--- src/rtl/prot_eng_rx_strip_if.sv ---
// Line handshake for the 36-bit FIFO stream {occ,eof,sof,data}.
// master drives data/src_rdy, slave returns dst_rdy.
interface prot_eng_rx_strip_if;
  logic [35:0] data;
  logic        src_rdy;
  logic        dst_rdy;

  modport master (
    output data,
    output src_rdy,
    input  dst_rdy
  );

  modport slave (
    input  data,
    input  src_rdy,
    output dst_rdy
  );
endinterface

--- src/rtl/prot_eng_rx_strip.sv ---
// RX protocol engine: checks one header line, strips N header lines,
// forwards payload with regenerated sof, counts passed/dropped packets.
module prot_eng_rx_strip #(
  parameter int BASE = 0
) (
  input  logic        clk,
  input  logic        reset,
  input  logic        clear,
  input  logic        set_stb,
  input  logic [7:0]  set_addr,
  input  logic [31:0] set_data,
  prot_eng_rx_strip_if.slave  rx,
  prot_eng_rx_strip_if.master tx,
  output logic [15:0] pass_count,
  output logic [15:0] drop_count
);

  typedef enum logic [1:0] {
    IDLE,
    HDR,
    PASS,
    DROP
  } state_t;

  typedef struct packed {
    logic [3:0]  n;
    logic [3:0]  m;
    logic [31:0] val;
    logic [31:0] mask;
    logic        en;
  } cfg_t;

  localparam logic [7:0] A_LEN  = 8'(BASE);
  localparam logic [7:0] A_VAL  = 8'(BASE + 1);
  localparam logic [7:0] A_MASK = 8'(BASE + 2);
  localparam logic [7:0] A_EN   = 8'(BASE + 3);

  cfg_t        live;
  cfg_t        shad;
  state_t      state;
  logic [3:0]  cnt;
  logic        mismatch;
  logic        first;

  logic [35:0] datain;
  logic        src_rdy_i;
  logic        dst_rdy_i;
  logic [35:0] dataout;
  logic        src_rdy_o;
  logic        dst_rdy_o;

  logic        in_sof;
  logic        in_eof;
  logic        bypass;
  logic        fwd;
  logic        xfer;
  logic        hit0;
  logic        hit_n;
  logic        last_hdr;

  assign datain     = rx.data;
  assign src_rdy_i  = rx.src_rdy;
  assign dst_rdy_i  = tx.dst_rdy;
  assign rx.dst_rdy = dst_rdy_o;
  assign tx.data    = dataout;
  assign tx.src_rdy = src_rdy_o;

  assign in_sof = datain[32];
  assign in_eof = datain[33];

  // Masked compare; a match index beyond the header disables it.
  function automatic logic chk(
    input cfg_t        c,
    input logic [3:0]  idx,
    input logic [31:0] d
  );
    return c.en && (idx == c.m) && (c.m < c.n) &&
           ((d & c.mask) != (c.val & c.mask));
  endfunction

  function automatic logic [15:0] sat_inc(
    input logic [15:0] v
  );
    return (v == 16'hFFFF) ? v : v + 16'd1;
  endfunction

  assign xfer     = src_rdy_i && dst_rdy_o;
  assign hit0     = chk(live, 4'd0, datain[31:0]);
  assign hit_n    = mismatch | chk(shad, cnt, datain[31:0]);
  assign last_hdr = (cnt == shad.n - 4'd1);

  // Zero-latency forwarding path; header and drop lines are sunk.
  always_comb begin
    bypass    = (state == IDLE) && (live.n == 4'd0) && in_sof;
    fwd       = bypass || (state == PASS);
    dataout   = '0;
    src_rdy_o = 1'b0;
    dst_rdy_o = 1'b1;
    if (fwd) begin
      dataout   = {datain[35:33], bypass | first, datain[31:0]};
      src_rdy_o = src_rdy_i;
      dst_rdy_o = dst_rdy_i;
    end
  end

  // Live settings registers, written from the settings bus.
  always_ff @(posedge clk) begin
    if (reset) begin
      live <= '0;
    end else if (set_stb) begin
      unique case (1'b1)
        set_addr == A_LEN: begin
          live.n <= set_data[3:0];
          live.m <= set_data[7:4];
        end
        set_addr == A_VAL:  live.val  <= set_data;
        set_addr == A_MASK: live.mask <= set_data;
        set_addr == A_EN:   live.en   <= set_data[0];
        default: ;
      endcase
    end
  end

  // Per-packet snapshot of the settings, taken on the sof line.
  always_ff @(posedge clk) begin
    if (reset) begin
      shad <= '0;
    end else if (!clear && xfer && state == IDLE && in_sof) begin
      shad <= live;
    end
  end

  // Framing FSM with header counter, match flag and packet counters.
  always_ff @(posedge clk) begin
    if (reset || clear) begin
      state      <= IDLE;
      cnt        <= 4'd0;
      mismatch   <= 1'b0;
      first      <= 1'b0;
      pass_count <= 16'd0;
      drop_count <= 16'd0;
    end else if (xfer) begin
      unique case (state)
        IDLE: begin
          if (in_sof) begin
            if (live.n == 4'd0) begin
              if (in_eof) begin
                pass_count <= sat_inc(pass_count);
              end else begin
                state <= PASS;
                first <= 1'b0;
              end
            end else begin
              cnt      <= 4'd1;
              mismatch <= hit0;
              if (live.n != 4'd1) begin
                state <= HDR;
              end else if (in_eof) begin
                drop_count <= sat_inc(drop_count);
              end else if (hit0) begin
                state <= DROP;
              end else begin
                state <= PASS;
                first <= 1'b1;
              end
            end
          end
        end
        HDR: begin
          cnt      <= cnt + 4'd1;
          mismatch <= hit_n;
          if (in_eof) begin
            drop_count <= sat_inc(drop_count);
            state      <= IDLE;
          end else if (last_hdr) begin
            if (hit_n) begin
              state <= DROP;
            end else begin
              state <= PASS;
              first <= 1'b1;
            end
          end
        end
        PASS: begin
          first <= 1'b0;
          if (in_eof) begin
            pass_count <= sat_inc(pass_count);
            state      <= IDLE;
          end
        end
        DROP: begin
          if (in_eof) begin
            drop_count <= sat_inc(drop_count);
            state      <= IDLE;
          end
        end
      endcase
    end
  end

endmodule

--- src/flat_wrapper.sv ---
// flat-port wrapper written by rule: the top's interface ports become plain ports
module prot_eng_rx_strip_flat 
#(
  parameter int BASE = 0
)
  (clk, reset, clear, set_stb, set_addr, set_data, pass_count, drop_count, rx_data, rx_src_rdy, rx_dst_rdy, tx_data, tx_src_rdy, tx_dst_rdy);
  prot_eng_rx_strip_if rx_i ();
  prot_eng_rx_strip_if tx_i ();
  input  logic clk;
  input  logic reset;
  input  logic clear;
  input  logic set_stb;
  input  logic [7:0] set_addr;
  input  logic [31:0] set_data;
  output logic [15:0] pass_count;
  output logic [15:0] drop_count;
  input wire logic [$bits(rx_i.data)-1:0] rx_data;
  input wire logic [$bits(rx_i.src_rdy)-1:0] rx_src_rdy;
  output wire logic [$bits(rx_i.dst_rdy)-1:0] rx_dst_rdy;
  output wire logic [$bits(tx_i.data)-1:0] tx_data;
  output wire logic [$bits(tx_i.src_rdy)-1:0] tx_src_rdy;
  input wire logic [$bits(tx_i.dst_rdy)-1:0] tx_dst_rdy;
  assign rx_i.data = rx_data;
  assign rx_i.src_rdy = rx_src_rdy;
  assign rx_dst_rdy = rx_i.dst_rdy;
  assign tx_data = tx_i.data;
  assign tx_src_rdy = tx_i.src_rdy;
  assign tx_i.dst_rdy = tx_dst_rdy;
  prot_eng_rx_strip #(.BASE(BASE)) u_core (.clk(clk), .reset(reset), .clear(clear), .set_stb(set_stb), .set_addr(set_addr), .set_data(set_data), .rx(rx_i), .tx(tx_i), .pass_count(pass_count), .drop_count(drop_count));
endmodule
--- config.mk ---
export PLATFORM = sky130hd
export DESIGN_NAME = prot_eng_rx_strip_flat
export DESIGN_NICKNAME = d
export VERILOG_FILES = /design/src/rtl/prot_eng_rx_strip_if.sv /design/src/rtl/prot_eng_rx_strip.sv /design/src/flat_wrapper.sv
export SDC_FILE = /design/constraint.sdc
export NUM_CORES = 1
export LEC_CHECK = 0
export CAP_MARGIN = 20
export CORE_ASPECT_RATIO = 1.25
export CORE_MARGIN = 1
export CORE_UTILIZATION = 40
export DETAILED_ROUTE_END_ITERATION = 16
export GPL_TIMING_DRIVEN = 0
export PLACE_DENSITY_LB_ADDON = 0.1
export SLEW_MARGIN = 5
export SYNTH_ARGS = -nofsm -noshare
export SYNTH_HDL_FRONTEND = slang
export SYNTH_SLANG_ARGS = --single-unit
--- constraint.sdc ---
create_clock -name clk -period 3.05 [get_ports clk]
set_input_delay 0.915 -clock clk [delete_from_list [all_inputs] [get_ports clk]]
set_output_delay 0.915 -clock clk [all_outputs]
set_load 0.05 [all_outputs]
==> impl_metrics.json <==
{
  "status": "finished clean",
  "slew_headroom": 0.484,
  "ys_ff_latch": 186,
  "dp_slack_ns": -1.64,
  "clock_sinks": 186,
  "io_pins": 152,
  "die_width_um": 132,
  "first_global_vias": 7199,
  "fill_cells": 2030,
  "cp_common_cell": "buf_6",
  "synthCells": 1074,
  "synthArstFlopShare": 0,
  "fin_worst_skew_ns": 0.0124,
  "wl_um": 26500,
  "r2r_start": "u_core.state[1]",
  "setup_ws_ns": 0.0469,
  "die_area_sq_um": 21800,
  "finalCritPeriodShare": 0.985,
  "hold_end": "u_core.shad[21]",
  "p_per_area_nw_per_um2": 473,
  "cts_tree": "built",
  "antennaDiodeCount": 0,
  "cap_viol_max_count": 0,
  "worstPathArrival_ns": 2.09,
  "finalCriticalPeriod_ns": 3.00,
  "irDropWorstVdd_v": 0.000402,
  "cts_root_buf": "clkbuf_16",
  "reg2reg_to": "u_core.shad[20]",
  "yosysTopAreaCellShare": 0.439,
  "grt_overflow": 0,
  "hold_buffers": 0,
  "drtPass1Iterations": 5,
  "fin_area_sq_um": 11400,
  "synth.distinct_cells": 53,
  "hp-start": "u_core.shad[21]",
  "via_count": 7947,
  "fp.coreArea_sq_um": 20800,
  "syn_avg_cell_area_sq_um": 7.90,
  "gp_congestion": 0.857,
  "synth_edf_count": 0,
  "clock.fmax_ghz": 0.333,
  "rows": 59,
  "die_y_um": 165,
  "fin_worst_hold_slack_ns": 0.458,
  "hold_violations": 0,
  "grt_max_degree": 19,
  "yosys_warnings": 0,
  "hold_depth": 2,
  "ff2ff_path_depth": 13,
  "syn2layout_area_growth_pct": 34.6,
  "cp-start-kind": "primary input",
  "cts.clk_slew.worst_paths_ns": 0.07,
  "place.port_buffers": 151,
  "r2r_setup_slack_ns": 0.40,
  "insertion_delay_ns": 0.43,
  "rsz0062_at_grt": "yes",
  "synth_nets": 1170,
  "nNetsFinal": 1353,
  "critPathKind": "primary input to output port",
  "netlist_area_sq_um": 8490,
  "ant_nets": 0,
  "ys.flop_type": "dfxtp_1",
  "power_mw": 5.41,
  "tightest_slew_ns": 0.774,
  "cp_slowest_cell": "and2b_2",
  "placed_area_sq_um": 10300,
  "synth.yosys.seq_area_share": 0.439,
  "antenna_found_initial": 0,
  "start_util": 0.408,
  "worstPathMaxFanout": 7,
  "leakagePower_nw": 4.17,
  "drv_slew": 0,
  "drt_iter0_drc": 466,
  "grt_pass1_wl_um": 40100,
  "worstPathRequired_ns": 2.13,
  "cts.htree.levels": 4,
  "synth_top_cell_by_area": "dfxtp_1",
  "numCtsBuffers": 17,
  "yosysMostFrequentCell": "nand2_1",
  "hp-class": "flop to flop",
  "via_per_inst": 5.15,
  "grt_usage": 0.244,
  "cp_cell_sequence": "buf_6, nand2_2, and2b_2, nor2_4, buf_12, clkbuf_16, nor2b_4, buf_6",
  "synth_commonest_cells": "nand2_1 (307), dfxtp_1 (186), a21oi_1 (148), xor2_1 (84), nor2_1 (49)",
  "dp_hpwl_um": 19300,
  "drc": 0,
  "slowest_delay_ns": 0.24,
  "critPathCaptureType": "output port",
  "drive_gt1_frac": 0.133,
  "cts_buffer_depth": 2,
  "wire_per_inst_um": 17.1,
  "setup_viol": 0,
  "yosys-top-cells-area": "dfxtp_1 (44%), nand2_1 (14%), a21oi_1 (8.7%), xor2_1 (8.7%), nor2b_1 (2.9%)"
}
-- cell type report --
type / count / area, sq um / area share
plain buffers: 57 / 314 / 0.0275
multi-input cells: 807 / 4600 / 0.403
clock buffers: 17 / 425 / 0.0372
well taps: 274 / 343 / 0.0300
flip-flops and latches: 186 / 3730 / 0.327
clock inverters: 15 / 204 / 0.0179
inverters: 23 / 86.3 / 0.00756
repair buffers: 165 / 1720 / 0.150
-- cells by family after synthesis --
family,share of synthesized area
AND/OR/NAND/NOR,0.245
buffers and inverters,0.0392
adder cells (fa/ha/maj),0.0206
multiplexers,0.0141
flip-flops,0.439
XOR/XNOR,0.0949
AO/OA/AOI/OAI,0.148
-- stage by stage --
step                setup TNS (ns)  std cells  utilization
global placement           -136.30       1499        0.497
finish                           0       1544        0.549
detailed placement         -136.59       1499        0.497
CTS                              0       1540        0.545
floorplan                    -2.58       1074            -
global route              -0.00451       1544        0.549
-- placed cells by master (no fill, tap or decap), drive strengths merged, types with 15 or more instances in the layout --
cell type,n
dfxtp,186
nor2b,39
nand2,307
a22oi,32
a21oi,148
nor2,50
xor2,84
inv,30
clkbuf,54
o21ai,15
clkdlybuf4s50,112
nand4,16
buf,71
-- worst max-delay path, delay by kind of cell --
kind          cells  cell delay [ns]
simple gates      4             0.54
buf+inv           4             0.62
-- metal layers --
| layer | global-route usage | routed length (um) |
|---|---|---|
| met5 | 0 | 0 |
| met4 | 0.0873 | 766 |
| met3 | 0.0470 | 1110 |
| met1 | 0.283 | 10800 |
| met2 | 0.448 | 13800 |
-- where the power goes --
| group | switching [mW] | total [mW] | internal, mW | leakage [nW] |
|---|---|---|---|---|
| clock network | 1.04 | 2.36 | 1.33 | 0.310 |
| logic | 0.359 | 0.614 | 0.255 | 2.36 |
| registers | 0.00227 | 2.43 | 2.43 | 1.50 |
| total | 1.40 | 5.41 | 4.01 | 4.17 |
-- state kept, by name (all words and copies together), names as in the netlist --
signal,count
u_core.cnt,4
u_core.drop_count,16
u_core.first,1
u_core.live,73
u_core.mismatch,1
u_core.pass_count,16
u_core.shad,73
u_core.state,2
-- how the worst max path moves through the flow --
stage / start / endpoint / slack, ns
detailed placement: rx_data[32] / tx_data[26] / -1.64
global placement: rx_data[32] / tx_data[31] / -1.65
global route: u_core.live[71] / tx_data[26] / -0.005
floorplan: rx_data[32] / tx_data[10] / -0.09
CTS: rx_data[2] / tx_data[2] / 0.003
finish: rx_data[32] / tx_data[29] / 0.05
-- timing repair --
action,CTS,global route
pin swaps,4,3
resized for setup,321,25
setup buffers,6,3
endpoints found under the setup margin,170,54
cloned,4,0
Note: power is estimated with default switching activity, not from simulation.
